### src/rtl/lsu_access_sequencer.sv
// Load/store sequencer between the memory stage and a byte-addressed data memory.
// Aligned accesses issue once; misaligned half/word accesses are split into byte accesses.
module lsu_access_sequencer #(
  parameter int ENDIANNESS = 0,
  parameter int ADDR_W     = 32
) (
  input  logic              clock,
  input  logic              reset,
  input  logic              req_valid,
  output logic              req_ready,
  input  logic              req_write,
  input  logic [1:0]        req_size,
  input  logic              req_unsigned,
  input  logic [ADDR_W-1:0] req_addr,
  input  logic [31:0]       req_wdata,
  output logic [ADDR_W-1:0] mem_address,
  output logic [2:0]        mem_rd_flags,
  output logic [1:0]        mem_wr_flags,
  output logic [31:0]       mem_wdata,
  output logic              mem_we,
  input  logic [31:0]       mem_rdata,
  output logic              resp_valid,
  output logic [31:0]       resp_data,
  output logic              resp_err
);

  typedef enum logic [1:0] {IDLE, SINGLE, SPLIT, RESP} state_t;

  state_t            state, state_nxt;
  logic [ADDR_W-1:0] addr_q, addr_hold_q;
  logic [1:0]        size_q, cnt_q, last_k, lane;
  logic              write_q, uns_q, err_q;
  logic              accept, aligned;
  logic [31:0]       wdata_q, asm_q, wdata_hold_q, resp_hold_q;

  function automatic logic [31:0] extend(input logic [31:0] v, input logic [1:0] size,
                                         input logic uns);
    case (size)
      2'b00:   return uns ? {24'd0, v[7:0]}  : {{24{v[7]}}, v[7:0]};
      2'b01:   return uns ? {16'd0, v[15:0]} : {{16{v[15]}}, v[15:0]};
      default: return v;
    endcase
  endfunction

  // Byte lane within the assembled value that split step k maps to.
  function automatic logic [1:0] lane_of(input logic [1:0] k, input logic [1:0] last);
    return (ENDIANNESS == 0) ? last - k : k;
  endfunction

  always_comb begin
    case (req_size)
      2'b00:   aligned = 1'b1;
      2'b01:   aligned = ~req_addr[0];
      2'b10:   aligned = (req_addr[1:0] == 2'b00);
      default: aligned = 1'b0;
    endcase
  end

  assign accept = req_valid && (state == IDLE);
  assign last_k = (size_q == 2'b10) ? 2'd3 : 2'd1;
  assign lane   = lane_of(cnt_q, last_k);

  always_comb begin
    state_nxt    = state;
    req_ready    = (state == IDLE);
    mem_we       = 1'b0;
    mem_rd_flags = 3'b010;
    mem_wr_flags = 2'b10;
    mem_address  = addr_hold_q;
    mem_wdata    = wdata_hold_q;
    resp_valid   = 1'b0;
    resp_data    = resp_hold_q;
    resp_err     = 1'b0;
    case (state)
      IDLE: begin
        if (accept) begin
          if (req_size == 2'b11) state_nxt = RESP;
          else if (aligned)      state_nxt = SINGLE;
          else                   state_nxt = SPLIT;
        end
      end
      SINGLE: begin
        mem_address  = addr_q;
        mem_rd_flags = {uns_q, size_q};
        mem_wr_flags = size_q;
        mem_wdata    = wdata_q;
        mem_we       = write_q;
        state_nxt    = RESP;
      end
      SPLIT: begin
        mem_address  = addr_q + ADDR_W'(cnt_q);
        mem_rd_flags = 3'b100;
        mem_wr_flags = 2'b00;
        mem_wdata    = {24'd0, wdata_q[{lane, 3'b000} +: 8]};
        mem_we       = write_q;
        if (cnt_q == last_k) state_nxt = RESP;
      end
      RESP: begin
        resp_valid = 1'b1;
        resp_err   = err_q;
        resp_data  = (write_q || err_q) ? 32'd0 : extend(asm_q, size_q, uns_q);
        state_nxt  = IDLE;
      end
      default: state_nxt = IDLE;
    endcase
  end

  always_ff @(posedge clock or negedge reset) begin
    if (!reset) begin
      state        <= IDLE;
      addr_q       <= '0;
      size_q       <= '0;
      write_q      <= 1'b0;
      uns_q        <= 1'b0;
      err_q        <= 1'b0;
      wdata_q      <= '0;
      cnt_q        <= '0;
      asm_q        <= '0;
      addr_hold_q  <= '0;
      wdata_hold_q <= '0;
      resp_hold_q  <= '0;
    end else begin
      state <= state_nxt;
      if (accept) begin
        addr_q  <= req_addr;
        size_q  <= req_size;
        write_q <= req_write;
        uns_q   <= req_unsigned;
        wdata_q <= req_wdata;
        err_q   <= (req_size == 2'b11);
        cnt_q   <= '0;
        asm_q   <= '0;
      end
      if (state == SINGLE) asm_q <= mem_rdata;
      if (state == SPLIT) begin
        asm_q[{lane, 3'b000} +: 8] <= mem_rdata[7:0];
        cnt_q                      <= cnt_q + 2'd1;
      end
      // Memory-side outputs keep their last driven value between accesses.
      if (state == SINGLE || state == SPLIT) begin
        addr_hold_q  <= mem_address;
        wdata_hold_q <= mem_wdata;
      end
      if (state == RESP) resp_hold_q <= resp_data;
    end
  end

endmodule

### config.mk
export PLATFORM = sky130hd
export DESIGN_NAME = lsu_access_sequencer
export DESIGN_NICKNAME = d
export VERILOG_FILES = /design/src/rtl/lsu_access_sequencer.sv
export SDC_FILE = /design/constraint.sdc
export NUM_CORES = 1
export LEC_CHECK = 0
export BUFFER_PORTS_ARGS = -buffer_cell sky130_fd_sc_hd__buf_2
export CORE_ASPECT_RATIO = 0.5
export CORE_MARGIN = 3
export CORE_UTILIZATION = 55
export CTS_BUF_LIST = sky130_fd_sc_hd__clkbuf_16
export DETAILED_ROUTE_END_ITERATION = 16
export PLACE_DENSITY = 0.9
export REMOVE_ABC_BUFFERS = 1
export SETUP_SLACK_MARGIN = 0.3
export SLEW_MARGIN = 10
export SYNTH_ARGS = -nofsm -noshare
export SYNTH_HDL_FRONTEND = slang
export SYNTH_SLANG_ARGS = --single-unit
### constraint.sdc
create_clock -name clock -period 3.4 [get_ports clock]
set_clock_uncertainty 0.2 [all_clocks]
set_input_delay 0.68 -clock clock [delete_from_list [all_inputs] [get_ports clock]]
set_output_delay 0.68 -clock clock [all_outputs]
set_load 0.005 [all_outputs]
* After elaboration in Yosys (flattened, before gate mapping)
Cells that the tools add are included.
** Word-level totals
- Bits in read-only memories :: 0
- Flip-flop bits (word level) :: 201
- Memory bits (writable) :: 0
- Word-level logic and storage cells :: 66
- Memories :: 0
- Output and inout port bits :: 105
- Bits in latches :: 0
** Operators by class
- Div/mod/pow operators :: 0
- Shift-type cells :: 3
- Magnitude comparators :: 0
- Add/sub/neg operators :: 4
- Equality and inequality tests :: 11
- Multiply operators :: 0
- Bitwise operators :: 1
- Multiplexer cells :: 25
- Reductions and logical operators :: 10
** Operators by type and width (number)
- $mux 32 :: 7
- $pmux 32 s2 :: 3
- $add 32x2->32 :: 1
- $bwmux 32 :: 1
- $shift 8x7->32 const A :: 1
- $shiftx 32x6->8 :: 1
- $shiftx 8x7->32 :: 1
- $mux 2 :: 7
- $eq 2x2->1 const B :: 5
- $logic_not 2->1 :: 4
- $pmux 2 s4 :: 1
- $neg 5->7 :: 1
- $eq 2x1->1 const B :: 3
- $pmux 3 s2 :: 1
- $pmux 2 s2 :: 1
- $mux 1 :: 3
- $pmux 1 s3 :: 1
- $add 2x1->2 const B :: 1
- $eq 2x2->1 :: 1
- $logic_or 1x1->1 :: 2
- $ne 2x1->1 const B :: 1
- $ne 2x2->1 const B :: 1
- $reduce_and 2->1 :: 1
- $reduce_bool 2->1 :: 1
- 4 further kinds :: 4

* Depth between registers and ports, before layout
- Depth in word-level cells :: 7
- Gate-level depth with buffers :: 10
- Gate-level depth less buffers :: 8

* Worst setup path before layout
Ideal clock, no wire load.
- Kind :: flip-flop to output port
- Start point :: register cnt_q[1]
- End point :: output mem_address[21]
- Arrival time :: 2096 ps
- Setup slack :: 424 ps
- Data required time :: 2520 ps
- Path buffers :: 0
- Cell stages (with the launch flop) :: 7
- Path through :: dfrtp_1 -> ha_1 -> a21oi_1 -> or3_4 -> or4_4 -> xor2_1 -> o21ai_1
** Between the ends
- Word-level cells in the longest chain between the ends :: 2
** RTL lines
- from (decl) :: RTL line 31 : logic [1:0] size_q, cnt_q, last_k, lane;
- from (signal assigned) :: RTL line 137 : cnt_q <= cnt_q + 2'd1;
- $add 32x2->32 :: RTL line 91 : mem_address = addr_q + ADDR_W'(cnt_q);
- $pmux 32 s2 :: RTL line 74 : case (state)
- to (decl) :: RTL line 16 : output logic [ADDR_W-1:0] mem_address,
Every way passes these cells.

* Worst setup path in the final report
- Start point :: register cnt_q[0]
- End point :: output mem_address[28]
Same word-level chain as after synthesis.

==> results.tsv <==
stage	metric	value	unit
drt	DRC	0	
critical_path	slowest CP cell	dfrtp_1	
outcome	outcome	finished with violations	
synthesis	Seq/Total Area, Yosys	0.497	
drt	Antenna Violating Nets Remaining	0	
critical_path	WP data arrival	2880	ps
clock_tree	clk_lat worst skew	530	ps
critical_path	FF-to-FF End	addr_hold_q[29]	
critical_path	Critical Path Start Type	register	
job	max-cap viol count	0	
global_routing	vias in the first global route	9091	
critical_path	crit path launch	cnt_q[0]	
pwr	Max VDD drop	0.550	mV
synthesis	number of synthesized flops with an enable pin	0	
sta	measured slew at the worst slew-check pin	920	ps
synthesis	post-synth cell types	59	
synthesis	top cells by area, synth	dfrtp_1 50%, mux2_2 7.6%, a22o_1 5.5%, o21ai_0 4.7%, nand2_1 3.2%	
synthesis	synth warn	0	
global_routing	largest net degree at the start of global routing	95	
worst_hold_path	type of the worst min-delay path	in2async	
critical_path	CP Max Fanout	3	
sta	fin crit share	1.11	
floorplanning	die area	20200	µm²
clock_tree	Clock Sinks	201	
synthesis	Synth Instances	981	
floorplanning	FP Rows	34	
synthesis	Avg Cell Area, Syn	10.3	µm²
critical_path	Crit Path Category	reg2out	
drt	First-pass DRT Iterations	6	
pwr	pwr dens	1140	nW/µm²
clock_tree	TritonCTS clock tree	yes	
critical_path	Reg2Reg Setup Slack	-160	ps
floorplanning	Die Wd	198	µm
sta	max-slew violations	0	
cells_and_area	Synth-to-Final Area Change	34.1	%
critical_path	Worst setup EP type	primary output	
critical_path	crit path cell chain	ha_4 > fa_2 > nand3_4 > nor4_4 > nand4_1 > xnor2_1 > a221o_1 > buf_2	
synthesis	post-synth top area share	0.497	
clock_tree	Clk Tree Root Cell	clkbuf_16	
critical_path	r2r startpoint	addr_q[1]	
cells_and_area	nets	1352	
clock_tree	Hold-fix buffers, CTS	0	
floorplanning	CORE AREA	17700	µm²
cells_and_area	fillers	1005	
global_routing	antenna violations before repair	3	
drt	wire per inst	25.2	µm
sta	PnR worst setup slack	-358	ps
place	Final HPWL DP	18400	µm
sta	final setup violation count	33	
global_routing	global route total overflow	0	
pwr	Leakage Power	0.00639	µW
critical_path	max incr delay on CP	440	ps
global_routing	Total GRT Usage	0.301	
cells_and_area	layout cell share with drive strength beyond 1	0.405	
outcome	failing checks	setup timing	
place	Routability Congestion	0.899	
cells_and_area	post-route cell area	13600	µm²
drt	vias per cell	6.80	
sta	Period minus WS final	3760	ps
synthesis	area leader, netlist	dfrtp_1	
drt	Vias	10095	
floorplanning	# IOs	208	
synthesis	top post-synthesis cells by count	201 x dfrtp_1, 94 x o21ai_0, 85 x nand2_1, 68 x mux2_2, 64 x a22o_1	
sta	RSZ-0062 raised after global routing	true	
clock_tree	clk buf depth	3	
sta	setup TNS	-3440	ps
synthesis	Post-synth ARST share	1.00	
drt	Routed WL	37400	µm
sta	Final Hold Fails	0	
place	Cell Area, Placed	11400	µm²
sta	Max Fclk	266	MHz
clock_tree	CTS H-Tree Depth	1	
synthesis	prevailing post-synth register cell	dfrtp_1	
place	# port buffers	207	
global_routing	first-pass GRT wire length	48600	µm
critical_path	worst path required time	2520	ps
clock_tree	Worst-path clk slew	80	ps
synthesis	Syn Std Cell Area	10100	µm²
synthesis	#FFs+latches synth	201	
floorplanning	Die Ht	102	µm
clock_tree	CTS buffer count	19	
floorplanning	Initial Util	0.572	
drt	DR iter-0 viols	1158	
synthesis	most numerous cell in the Yosys netlist	dfrtp_1	
critical_path	worst r2r path cells	18	
sta	relative slew slack	0.385	
[worst max path at each step]
stage                       to  slack, ps  cells past startpoint
2_1_floorplan  mem_address[18]      -2630                      6
3_3_place_gp   mem_address[21]        240                      7
3_5_place_dp   mem_address[21]        220                      7
4_1_cts        mem_address[21]       -130                      7
5_1_grt        mem_address[21]       -310                      7
6_report       mem_address[28]       -360                      8
[per-layer routing]
layer	vias up	routed length [µm]	track usage	part of all wire
met5	-	27	0	0.00072
met4	4	2940	0.119	0.079
met3	290	3490	0.0511	0.093
met2	797	17100	0.519	0.46
met1	4859	13800	0.388	0.37
li1	4145	-	-	-
[through the flow]
stage,std cells,hold slack (ps),total power (µW),util,setup slack [ps]
after global placement,1373,262,10100,0.644,241
after global routing,1485,68.4,16100,0.766,-305
after floorplan,908,184,7970,-,-2630
after detailed placement,1373,271,10400,0.644,218
after CTS,1444,59.4,13700,0.727,-134
final,1485,12.3,15500,0.766,-358
[layout make-up]
class | instances | area (µm²) | area share
Multi-Input combinational cell | 665 | 5210 | 0.384
Inverter | 45 | 179 | 0.0132
Clock inverter | 14 | 203 | 0.0149
Sequential cell | 201 | 5040 | 0.371
Timing Repair Buffer | 304 | 2150 | 0.159
Antenna cell | 3 | 7.51 | 0.000554
Tap cell | 234 | 293 | 0.0216
Clock buffer | 19 | 475 | 0.0351
[worst max-delay path: cells and delay by family (launching register included)]
family                     cells  cell delay (ps)
DFF                            1              440
buffers and inverters          1              150
xor gates and xnor gates       1              380
adders and majority gates      2              450
and+or+nand+nor                3              690
AOI/OAI and AO/OA              1              240
[logic make-up after synthesis]
| kind of cell | Yosys count | share of synthesized area |
|---|---|---|
| AOI/OAI and AO/OA | 320 | 0.214 |
| and+or+nand+nor | 237 | 0.117 |
| DFF | 201 | 0.497 |
| buffers and inverters | 118 | 0.0465 |
| muxes | 78 | 0.0955 |
| xor gates and xnor gates | 14 | 0.0129 |
| adders and majority gates | 13 | 0.0168 |
[placed cells by master, fill, tap and decap left out, types with 6 or more instances in the layout]
master	netlist	layout
a21oi_1	49	45
a221o_1	26	26
a22o_1	64	64
and2_1	9	6
and3_1	21	21
buf_12	0	8
buf_2	1	207
buf_4	2	53
buf_6	1	22
clkbuf_16	0	25
dfrtp_1	201	195
dfrtp_2	0	6
ha_1	12	6
ha_4	0	6
inv_1	44	41
mux2_2	68	68
mux4_2	8	8
nand2_1	85	81
nand3_1	20	11
nand3_2	1	6
nand4_1	12	12
nor2_1	43	37
nor2b_1	17	16
o21a_1	9	9
o21ai_0	94	62
o21ai_1	4	26
o21ai_2	0	10
o22ai_1	33	28
[what timing repair did]
action                     in CTS  in global routing
setup endpoints to repair      80                 85
setup buffers                  36                 27
pin swaps                      43                 35
resized for setup              92                 97
gates cloned                    2                 11
[state kept, by name (all words and copies together) (netlist names)]
signal	flops
err_q	1
resp_hold_q	32
asm_q	32
addr_q	32
wdata_hold_q	32
addr_hold_q	32
state	2
size_q	2
wdata_q	32
write_q	1
cnt_q	2
uns_q	1
[report_power, final]
group          switching (µW)  internal (µW)
sequential               1000           3350
clock                    1020           1410
combinational            4750           3930
No activity file was read; power rests on OpenSTA's default activity.
